$ cat src/rtl/alu_pipe_param_if.sv
// rtl/alu_pipe_param_if.sv - operand/command/result bundle for alu_pipe_param (top header names ALU_MUL_EN)
interface alu_pipe_param_if #(
    parameter int WIDTH = 8
);
    logic               CE;
    logic               MODE;
    logic [3:0]         CMD;
    logic [1:0]         INP_VALID;
    logic               CIN;
    logic [WIDTH-1:0]   OPA;
    logic [WIDTH-1:0]   OPB;
    logic [2*WIDTH-1:0] RES;
    logic               COUT;
    logic               OFLOW;
    logic               G;
    logic               E;
    logic               L;
    logic               ERR;
    logic               OUT_VALID;
    logic               BUSY;

    modport master (
        output CE, MODE, CMD, INP_VALID, CIN, OPA, OPB,
        input  RES, COUT, OFLOW, G, E, L, ERR, OUT_VALID, BUSY
    );

    modport slave (
        input  CE, MODE, CMD, INP_VALID, CIN, OPA, OPB,
        output RES, COUT, OFLOW, G, E, L, ERR, OUT_VALID, BUSY
    );
endinterface

$ cat src/rtl/alu_pipe_param.sv
// rtl/alu_pipe_param.sv - handshaked parametrised ALU with operand collection and timeout; ALU_MUL_EN builds the multiplier
module alu_pipe_param #(
    parameter int WIDTH   = 8,
    parameter int TIMEOUT = 16
) (
    input  logic              CLK,
    input  logic              RST,
    alu_pipe_param_if.slave   bus
);
    localparam int W  = WIDTH;
    localparam int LG = $clog2(WIDTH);
    localparam int CW = $clog2(TIMEOUT + 1);
    localparam logic [CW-1:0] TO_LAST = CW'(TIMEOUT - 1);
    localparam logic [W:0]    ONE1    = 1;

    typedef enum logic [1:0] {IDLE, WAIT_OP, MUL1, MUL2} state_t;

    state_t            state_q, state_d;
    logic [CW-1:0]     cnt_q;
    logic [W-1:0]      opa_q, opb_q;
    logic [3:0]        cmd_q;
    logic              mode_q, cin_q, have_a_q;

    logic [2*W-1:0]    res_q;
    logic              cout_q, oflow_q, g_q, e_q, l_q, err_q, valid_q;

    // Operands/controls seen by the execute logic: live inputs in IDLE,
    // latched controls plus the newly arriving operand in WAIT_OP.
    logic [W-1:0]      a_sel, b_sel;
    logic [3:0]        cmd_sel;
    logic              mode_sel, cin_sel;

    logic              need_a, need_b, ready, arrive;
    logic              lat_in, fire, fire_to, cnt_clr, cnt_inc;

    logic [2*W-1:0]    c_res;
    logic              c_cout, c_oflow, c_g, c_e, c_l, c_err;

    wire               v_a = bus.INP_VALID[0];
    wire               v_b = bus.INP_VALID[1];

`ifdef ALU_MUL_EN
    localparam logic [2*W-1:0] ONE2 = 1;
    logic              is_mul, fire_mul;
    logic [2*W-1:0]    pa, pb, prod_d, prod_q;
`endif

    // Select the operand/control source depending on whether we are collecting
    always_comb begin
        cmd_sel  = bus.CMD;
        mode_sel = bus.MODE;
        cin_sel  = bus.CIN;
        a_sel    = bus.OPA;
        b_sel    = bus.OPB;
        if (state_q == WAIT_OP) begin
            cmd_sel  = cmd_q;
            mode_sel = mode_q;
            cin_sel  = cin_q;
            a_sel    = have_a_q ? opa_q : bus.OPA;
            b_sel    = have_a_q ? bus.OPB : opb_q;
        end
    end

    // Which operands the selected command consumes
    always_comb begin
        need_a = 1'b1;
        need_b = 1'b1;
        if (mode_sel) begin
            case (cmd_sel)
                4'd4, 4'd5: need_b = 1'b0;
                4'd6, 4'd7: need_a = 1'b0;
                default: ;
            endcase
        end else begin
            case (cmd_sel)
                4'd6, 4'd8, 4'd9:   need_b = 1'b0;
                4'd7, 4'd10, 4'd11: need_a = 1'b0;
                default: ;
            endcase
        end
    end

    assign ready  = (!need_a || v_a) && (!need_b || v_b);
    assign arrive = have_a_q ? v_b : v_a;

`ifdef ALU_MUL_EN
    assign is_mul = mode_sel && ((cmd_sel == 4'd9) || (cmd_sel == 4'd10));
`endif

    // State register
    always_ff @(posedge CLK) begin
        if (RST)
            state_q <= IDLE;
        else if (bus.CE)
            state_q <= state_d;
    end

    // Next-state and control strobes
    always_comb begin
        state_d = state_q;
        lat_in  = 1'b0;
        fire    = 1'b0;
        fire_to = 1'b0;
        cnt_clr = 1'b0;
        cnt_inc = 1'b0;
`ifdef ALU_MUL_EN
        fire_mul = 1'b0;
`endif
        case (state_q)
            IDLE: begin
                if (ready) begin
                    lat_in = 1'b1;
                    fire   = 1'b1;
`ifdef ALU_MUL_EN
                    if (is_mul) begin
                        fire    = 1'b0;
                        state_d = MUL1;
                    end
`endif
                end else if (need_a && need_b && (v_a ^ v_b)) begin
                    lat_in  = 1'b1;
                    cnt_clr = 1'b1;
                    state_d = WAIT_OP;
                end
            end
            WAIT_OP: begin
                if (arrive) begin
                    lat_in  = 1'b1;
                    fire    = 1'b1;
                    state_d = IDLE;
`ifdef ALU_MUL_EN
                    if (is_mul) begin
                        fire    = 1'b0;
                        state_d = MUL1;
                    end
`endif
                end else if (cnt_q == TO_LAST) begin
                    fire_to = 1'b1;
                    state_d = IDLE;
                end else begin
                    cnt_inc = 1'b1;
                end
            end
`ifdef ALU_MUL_EN
            MUL1: state_d = MUL2;
            MUL2: begin
                fire_mul = 1'b1;
                state_d  = IDLE;
            end
`endif
            default: state_d = IDLE;
        endcase
    end

    // Single-cycle execute of every non-multiply command
    always_comb begin
        logic [W:0]     ax, bx, ar;
        logic [2*W-1:0] rot;
        ax      = {1'b0, a_sel};
        bx      = {1'b0, b_sel};
        ar      = '0;
        rot     = '0;
        c_res   = '0;
        c_cout  = 1'b0;
        c_oflow = 1'b0;
        c_g     = 1'b0;
        c_e     = 1'b0;
        c_l     = 1'b0;
        c_err   = 1'b0;
        if (mode_sel) begin
            case (cmd_sel)
                4'd0: begin ar = ax + bx;                       c_cout  = ar[W]; end
                4'd1: begin ar = ax - bx;                       c_oflow = ar[W]; end
                4'd2: begin ar = ax + bx + {{W{1'b0}}, cin_sel}; c_cout  = ar[W]; end
                4'd3: begin ar = ax - bx - {{W{1'b0}}, cin_sel}; c_oflow = ar[W]; end
                4'd4: begin ar = ax + ONE1;                     c_cout  = ar[W]; end
                4'd5: begin ar = ax - ONE1;                     c_oflow = ar[W]; end
                4'd6: begin ar = bx + ONE1;                     c_cout  = ar[W]; end
                4'd7: begin ar = bx - ONE1;                     c_oflow = ar[W]; end
                4'd8: begin
                    c_g = (a_sel > b_sel);
                    c_e = (a_sel == b_sel);
                    c_l = (a_sel < b_sel);
                end
                default: c_err = 1'b1;
            endcase
            c_res = {{W{1'b0}}, ar[W-1:0]};
        end else begin
            case (cmd_sel)
                4'd0:  c_res = {{W{1'b0}}, a_sel & b_sel};
                4'd1:  c_res = {{W{1'b0}}, ~(a_sel & b_sel)};
                4'd2:  c_res = {{W{1'b0}}, a_sel | b_sel};
                4'd3:  c_res = {{W{1'b0}}, ~(a_sel | b_sel)};
                4'd4:  c_res = {{W{1'b0}}, a_sel ^ b_sel};
                4'd5:  c_res = {{W{1'b0}}, ~(a_sel ^ b_sel)};
                4'd6:  c_res = {{W{1'b0}}, ~a_sel};
                4'd7:  c_res = {{W{1'b0}}, ~b_sel};
                4'd8:  c_res = {{W{1'b0}}, 1'b0, a_sel[W-1:1]};
                4'd9:  c_res = {{W{1'b0}}, a_sel[W-2:0], 1'b0};
                4'd10: c_res = {{W{1'b0}}, 1'b0, b_sel[W-1:1]};
                4'd11: c_res = {{W{1'b0}}, b_sel[W-2:0], 1'b0};
                4'd12, 4'd13: begin
                    // Rotate amounts beyond WIDTH-1 are rejected, not wrapped
                    if (|b_sel[W-1:LG]) begin
                        c_err = 1'b1;
                    end else if (cmd_sel == 4'd12) begin
                        rot   = {a_sel, a_sel} << b_sel[LG-1:0];
                        c_res = {{W{1'b0}}, rot[2*W-1:W]};
                    end else begin
                        rot   = {a_sel, a_sel} >> b_sel[LG-1:0];
                        c_res = {{W{1'b0}}, rot[W-1:0]};
                    end
                end
                default: c_err = 1'b1;
            endcase
        end
    end

`ifdef ALU_MUL_EN
    // Multiplier operand shaping from the latched operands (used in MUL1)
    always_comb begin
        if (cmd_q == 4'd9) begin
            pa = {{W{1'b0}}, opa_q} + ONE2;
            pb = {{W{1'b0}}, opb_q} + ONE2;
        end else begin
            pa = {{W{1'b0}}, opa_q[W-2:0], 1'b0};
            pb = {{W{1'b0}}, opb_q};
        end
        prod_d = pa * pb;
    end
`endif

    // Operand latches, timeout counter and registered result outputs
    always_ff @(posedge CLK) begin
        if (RST) begin
            cnt_q    <= '0;
            opa_q    <= '0;
            opb_q    <= '0;
            cmd_q    <= '0;
            mode_q   <= 1'b0;
            cin_q    <= 1'b0;
            have_a_q <= 1'b0;
            res_q    <= '0;
            cout_q   <= 1'b0;
            oflow_q  <= 1'b0;
            g_q      <= 1'b0;
            e_q      <= 1'b0;
            l_q      <= 1'b0;
            err_q    <= 1'b0;
            valid_q  <= 1'b0;
`ifdef ALU_MUL_EN
            prod_q   <= '0;
`endif
        end else if (bus.CE) begin
            valid_q <= 1'b0;
            if (cnt_clr) begin
                cnt_q    <= '0;
                have_a_q <= v_a;
            end else if (cnt_inc) begin
                cnt_q <= cnt_q + 1'b1;
            end
            if (lat_in) begin
                opa_q  <= a_sel;
                opb_q  <= b_sel;
                cmd_q  <= cmd_sel;
                mode_q <= mode_sel;
                cin_q  <= cin_sel;
            end
            if (fire) begin
                res_q   <= c_res;
                cout_q  <= c_cout;
                oflow_q <= c_oflow;
                g_q     <= c_g;
                e_q     <= c_e;
                l_q     <= c_l;
                err_q   <= c_err;
                valid_q <= 1'b1;
            end
            if (fire_to) begin
                res_q   <= '0;
                cout_q  <= 1'b0;
                oflow_q <= 1'b0;
                g_q     <= 1'b0;
                e_q     <= 1'b0;
                l_q     <= 1'b0;
                err_q   <= 1'b1;
                valid_q <= 1'b1;
            end
`ifdef ALU_MUL_EN
            if (state_q == MUL1)
                prod_q <= prod_d;
            if (fire_mul) begin
                res_q   <= prod_q;
                cout_q  <= 1'b0;
                oflow_q <= 1'b0;
                g_q     <= 1'b0;
                e_q     <= 1'b0;
                l_q     <= 1'b0;
                err_q   <= 1'b0;
                valid_q <= 1'b1;
            end
`endif
        end
    end

    assign bus.RES       = res_q;
    assign bus.COUT      = cout_q;
    assign bus.OFLOW     = oflow_q;
    assign bus.G         = g_q;
    assign bus.E         = e_q;
    assign bus.L         = l_q;
    assign bus.ERR       = err_q;
    assign bus.OUT_VALID = valid_q;
`ifdef ALU_MUL_EN
    assign bus.BUSY      = (state_q == WAIT_OP) || (state_q == MUL1) || (state_q == MUL2);
`else
    assign bus.BUSY      = (state_q == WAIT_OP);
`endif
endmodule

$ cat src/flat_wrapper.sv
// flat-port wrapper written by rule: the top's interface ports become plain ports
module alu_pipe_param_flat 
#(
    parameter int WIDTH   = 8,
    parameter int TIMEOUT = 16
)
  (CLK, RST, bus_CE, bus_MODE, bus_CMD, bus_INP_VALID, bus_CIN, bus_OPA, bus_OPB, bus_RES, bus_COUT, bus_OFLOW, bus_G, bus_E, bus_L, bus_ERR, bus_OUT_VALID, bus_BUSY);
  alu_pipe_param_if #(.WIDTH(WIDTH)) bus_i ();
  input  logic CLK;
  input  logic RST;
  input wire logic [$bits(bus_i.CE)-1:0] bus_CE;
  input wire logic [$bits(bus_i.MODE)-1:0] bus_MODE;
  input wire logic [$bits(bus_i.CMD)-1:0] bus_CMD;
  input wire logic [$bits(bus_i.INP_VALID)-1:0] bus_INP_VALID;
  input wire logic [$bits(bus_i.CIN)-1:0] bus_CIN;
  input wire logic [$bits(bus_i.OPA)-1:0] bus_OPA;
  input wire logic [$bits(bus_i.OPB)-1:0] bus_OPB;
  output wire logic [$bits(bus_i.RES)-1:0] bus_RES;
  output wire logic [$bits(bus_i.COUT)-1:0] bus_COUT;
  output wire logic [$bits(bus_i.OFLOW)-1:0] bus_OFLOW;
  output wire logic [$bits(bus_i.G)-1:0] bus_G;
  output wire logic [$bits(bus_i.E)-1:0] bus_E;
  output wire logic [$bits(bus_i.L)-1:0] bus_L;
  output wire logic [$bits(bus_i.ERR)-1:0] bus_ERR;
  output wire logic [$bits(bus_i.OUT_VALID)-1:0] bus_OUT_VALID;
  output wire logic [$bits(bus_i.BUSY)-1:0] bus_BUSY;
  assign bus_i.CE = bus_CE;
  assign bus_i.MODE = bus_MODE;
  assign bus_i.CMD = bus_CMD;
  assign bus_i.INP_VALID = bus_INP_VALID;
  assign bus_i.CIN = bus_CIN;
  assign bus_i.OPA = bus_OPA;
  assign bus_i.OPB = bus_OPB;
  assign bus_RES = bus_i.RES;
  assign bus_COUT = bus_i.COUT;
  assign bus_OFLOW = bus_i.OFLOW;
  assign bus_G = bus_i.G;
  assign bus_E = bus_i.E;
  assign bus_L = bus_i.L;
  assign bus_ERR = bus_i.ERR;
  assign bus_OUT_VALID = bus_i.OUT_VALID;
  assign bus_BUSY = bus_i.BUSY;
  alu_pipe_param #(.WIDTH(WIDTH), .TIMEOUT(TIMEOUT)) u_core (.CLK(CLK), .RST(RST), .bus(bus_i));
endmodule
$ cat config.mk
export PLATFORM = sky130hd
export DESIGN_NAME = alu_pipe_param_flat
export DESIGN_NICKNAME = d
export VERILOG_FILES = /design/src/rtl/alu_pipe_param_if.sv /design/src/rtl/alu_pipe_param.sv /design/src/flat_wrapper.sv
export SDC_FILE = /design/constraint.sdc
export NUM_CORES = 1
export LEC_CHECK = 0
export ABC_AREA = 1
export CAP_MARGIN = 25
export CORE_MARGIN = 2
export CORE_UTILIZATION = 50
export DETAILED_ROUTE_END_ITERATION = 7
export PLACE_DENSITY = 0.71
export SYNTH_ARGS = -nofsm -noshare
export SYNTH_HDL_FRONTEND = slang
export SYNTH_SLANG_ARGS = --single-unit
$ cat constraint.sdc
create_clock -name CLK -period 3.94 [get_ports CLK]
set_input_delay 0.788 -clock CLK [delete_from_list [all_inputs] [get_ports CLK]]
set_output_delay 0.788 -clock CLK [all_outputs]
set_load 0.005 [all_outputs]
==> metrics.txt <==
Setup violations, final 0; Final ANT Viol Nets 0; setup slack, reg-to-reg 0.45 ns; Register Area 880.8 um2; via count 7338; synthesized instance count 1061; Reg clk slew, reported paths 0.07 ns; clk_lat worst skew 0.29 ns; Post-CTS Resized 0; endpoint type of the worst setup path register; Ports 51; failing checks DRC; GP Congestion 1.041; Area after DPL 6534 um2; FP Rows 39; max_slew headroom 51.40%; DRC viols 3; die width 113.0 um; H-tree levels 2; # hold bufs at CTS 0; Layout Cells excl Fill 1249; pre-CTS WS 0.2987 ns; WHS 0.4605 ns; Nets 1169; CTS tree yes; Post-CTS Setup Bufs 0; GRT Util Overall 35.22%; status finished with violations; type of the most critical hold path register to register; most frequent cells after synthesis nand2_1, nand3_1, nor2_1, inv_1, a21oi_1; worst slew pin tran 0.7263 ns; max frequency 286.7 MHz; endpoints failing hold 0; Crit Path Max Fanout 13; fraction of layout cells with a size suffix above 1 9.765%; worst vdd ir 0.1935 mV; MaxCap Viol Count 0; worst r2r src u_core.have_a_q; Chip Height 113.0 um; largest net degree at the start of global routing 25; crit path DAT 3.71 ns; Yosys warning total 0; synth top area cells nand2_1, dfxtp_1, nand3_1; fin crit period 3.488 ns; Slew Viols, Final 0; sequential area share after synthesis 14.83%; Pwr per Cell Area 305.5 nW/um2; Yosys top cell by area nand2_1; WL per Instance 17.81 um; DRT iter0 DRCs 869; Leak 3.127 nW; Root Driver clkbuf_16; cell with the most instances after synthesis nand2_1; IO buf count 42; Post-synth EDFFs 0; vias in the first global route 6836; Detailed Routing Iterations Pass 1 8; placed cells 1241; Final Skew 0.006057 ns; Initial Utilization 51.56%; Final Cycle Share 88.53%; critical path launch point type register; Vias per Instance 5.875; HP Start u_core.opb_q[6]; CP Class register to register; WP data required 4.16 ns; flops & latches, synth 44; ys async rst share 0%; Syn Area/Cell 5.597 um2; Final HPWL DP 17250 um; multi-input logic area 4420 um2; ys flop type dfxtp_1; clock tree buffer depth 2; gr ovfl total 0; initial antenna violation count 0; final wirelength 22240 um; die area 12760 um2; Post-Synthesis Cell Area 5938 um2; area grow syn2layout 12.92%; TNS Setup 0 ns; CTS sink count 44; n_diodes 0; first-pass GRT wire length 35780 um; core area 11520 um2; Synth cell types 47; fill cell count 1237; PnR worst setup slack 0.4520 ns; post-synth top area share 21.93%; Critical Path Start u_core.have_a_q; number of CTS-inserted buffers 5; Final Cell Area 6705 um2; RSZ-0062 raised after global routing false
==> worst max-delay path: stages (launching register included) <==
cell	delay, ns
dfxtp_1	0.67
nand2_2	0.22
nand2_1	0.13
nand2_2	0.08
inv_1	0.18
ha_1	0.19
inv_1	0.08
fa_1	0.51
inv_1	0.13
ha_1	0.19
inv_1	0.05
nor2_1	0.19
nand2_1	0.12
nor2_1	0.14
nand2_1	0.07
nand2_1	0.06
nand3_1	0.09
nand4_1	0.14
nand2_1	0.06
a21oi_1	0.12
==> per-layer routing <==
metal,routed length [um],vias to the layer above,GRT usage (%)
met5,0,-,0
met4,1080,0,15.20
met3,2250,86,7.445
met2,9664,385,56.02
met1,9248,3321,46.29
li1,-,3546,-
==> stage by stage <==
| stage | utilization (%) | power [mW] |
|---|---|---|
| 2_1_floorplan | - | 1.228 |
| 3_3_place_gp | 56.74 | 1.525 |
| 3_5_place_dp | 56.74 | 1.529 |
| 4_1_cts | 58.22 | 2.021 |
| 5_1_grt | 58.22 | 2.176 |
| 6_report | 58.22 | 2.048 |
==> state kept, by name, indices dropped and copies added, names as in the netlist <==
| signal | cells |
|---|---|
| u_core.bus.COUT | 1 |
| u_core.bus.E | 1 |
| u_core.bus.ERR | 1 |
| u_core.bus.G | 1 |
| u_core.bus.L | 1 |
| u_core.bus.OFLOW | 1 |
| u_core.bus.OUT_VALID | 1 |
| u_core.bus.RES | 8 |
| u_core.cin_q | 1 |
| u_core.cmd_q | 4 |
| u_core.cnt_q | 5 |
| u_core.have_a_q | 1 |
| u_core.mode_q | 1 |
| u_core.opa_q | 8 |
| u_core.opb_q | 8 |
| u_core.state_q | 1 |
==> layout make-up <==
type / count / area share [%]
Clock buffer: 5 / 1.866
Multi-Input combinational cell: 878 / 65.93
Timing Repair Buffer: 76 / 10.08
Sequential cell: 44 / 13.14
Clock inverter: 3 / 0.6904
Inverter: 100 / 5.635
Tap cell: 143 / 2.668
==> where the power goes <==
group | internal, mW | switching, mW
logic | 0.337 | 0.710
clock network | 0.302 | 0.193
registers | 0.479 | 0.0266
==> kinds of logic after synthesis <==
kind of cell / share of synthesized area [%]
xor+xnor: 0.7374
fa+ha+maj: 8.049
flops: 14.83
mux: 0.1686
buf+inv: 11.17
other cells: 0.06315
simple gates: 50.51
compound gates: 14.48
==> placed cells by master, fill, tap and decap left out, types with 8 or more instances in the layout <==
cell type,synthesis,layout
nand2_1,347,347
nand3_1,154,154
nor2_1,107,107
inv_1,85,85
a21oi_1,55,55
o21ai_0,45,45
dfxtp_1,44,44
clkdlybuf4s50_1,0,42
ha_1,35,35
buf_4,15,34
nand2_2,20,20
nand4_1,13,13
inv_2,12,12
o22ai_1,11,11
nor2_2,9,9
nor3_1,8,8
conb_1,1,8
==> path summary, 6_finish.rpt <==
check / depth (start not counted) / endpoint
worst max-delay path: 19 / u_core.bus.RES[6]
worst min-delay path: 2 / u_core.opb_q[6]
worst max register to register: 19 / u_core.bus.RES[6]
worst min register to register: 2 / u_core.opb_q[6]
No activity file was read; power rests on OpenSTA's default activity.
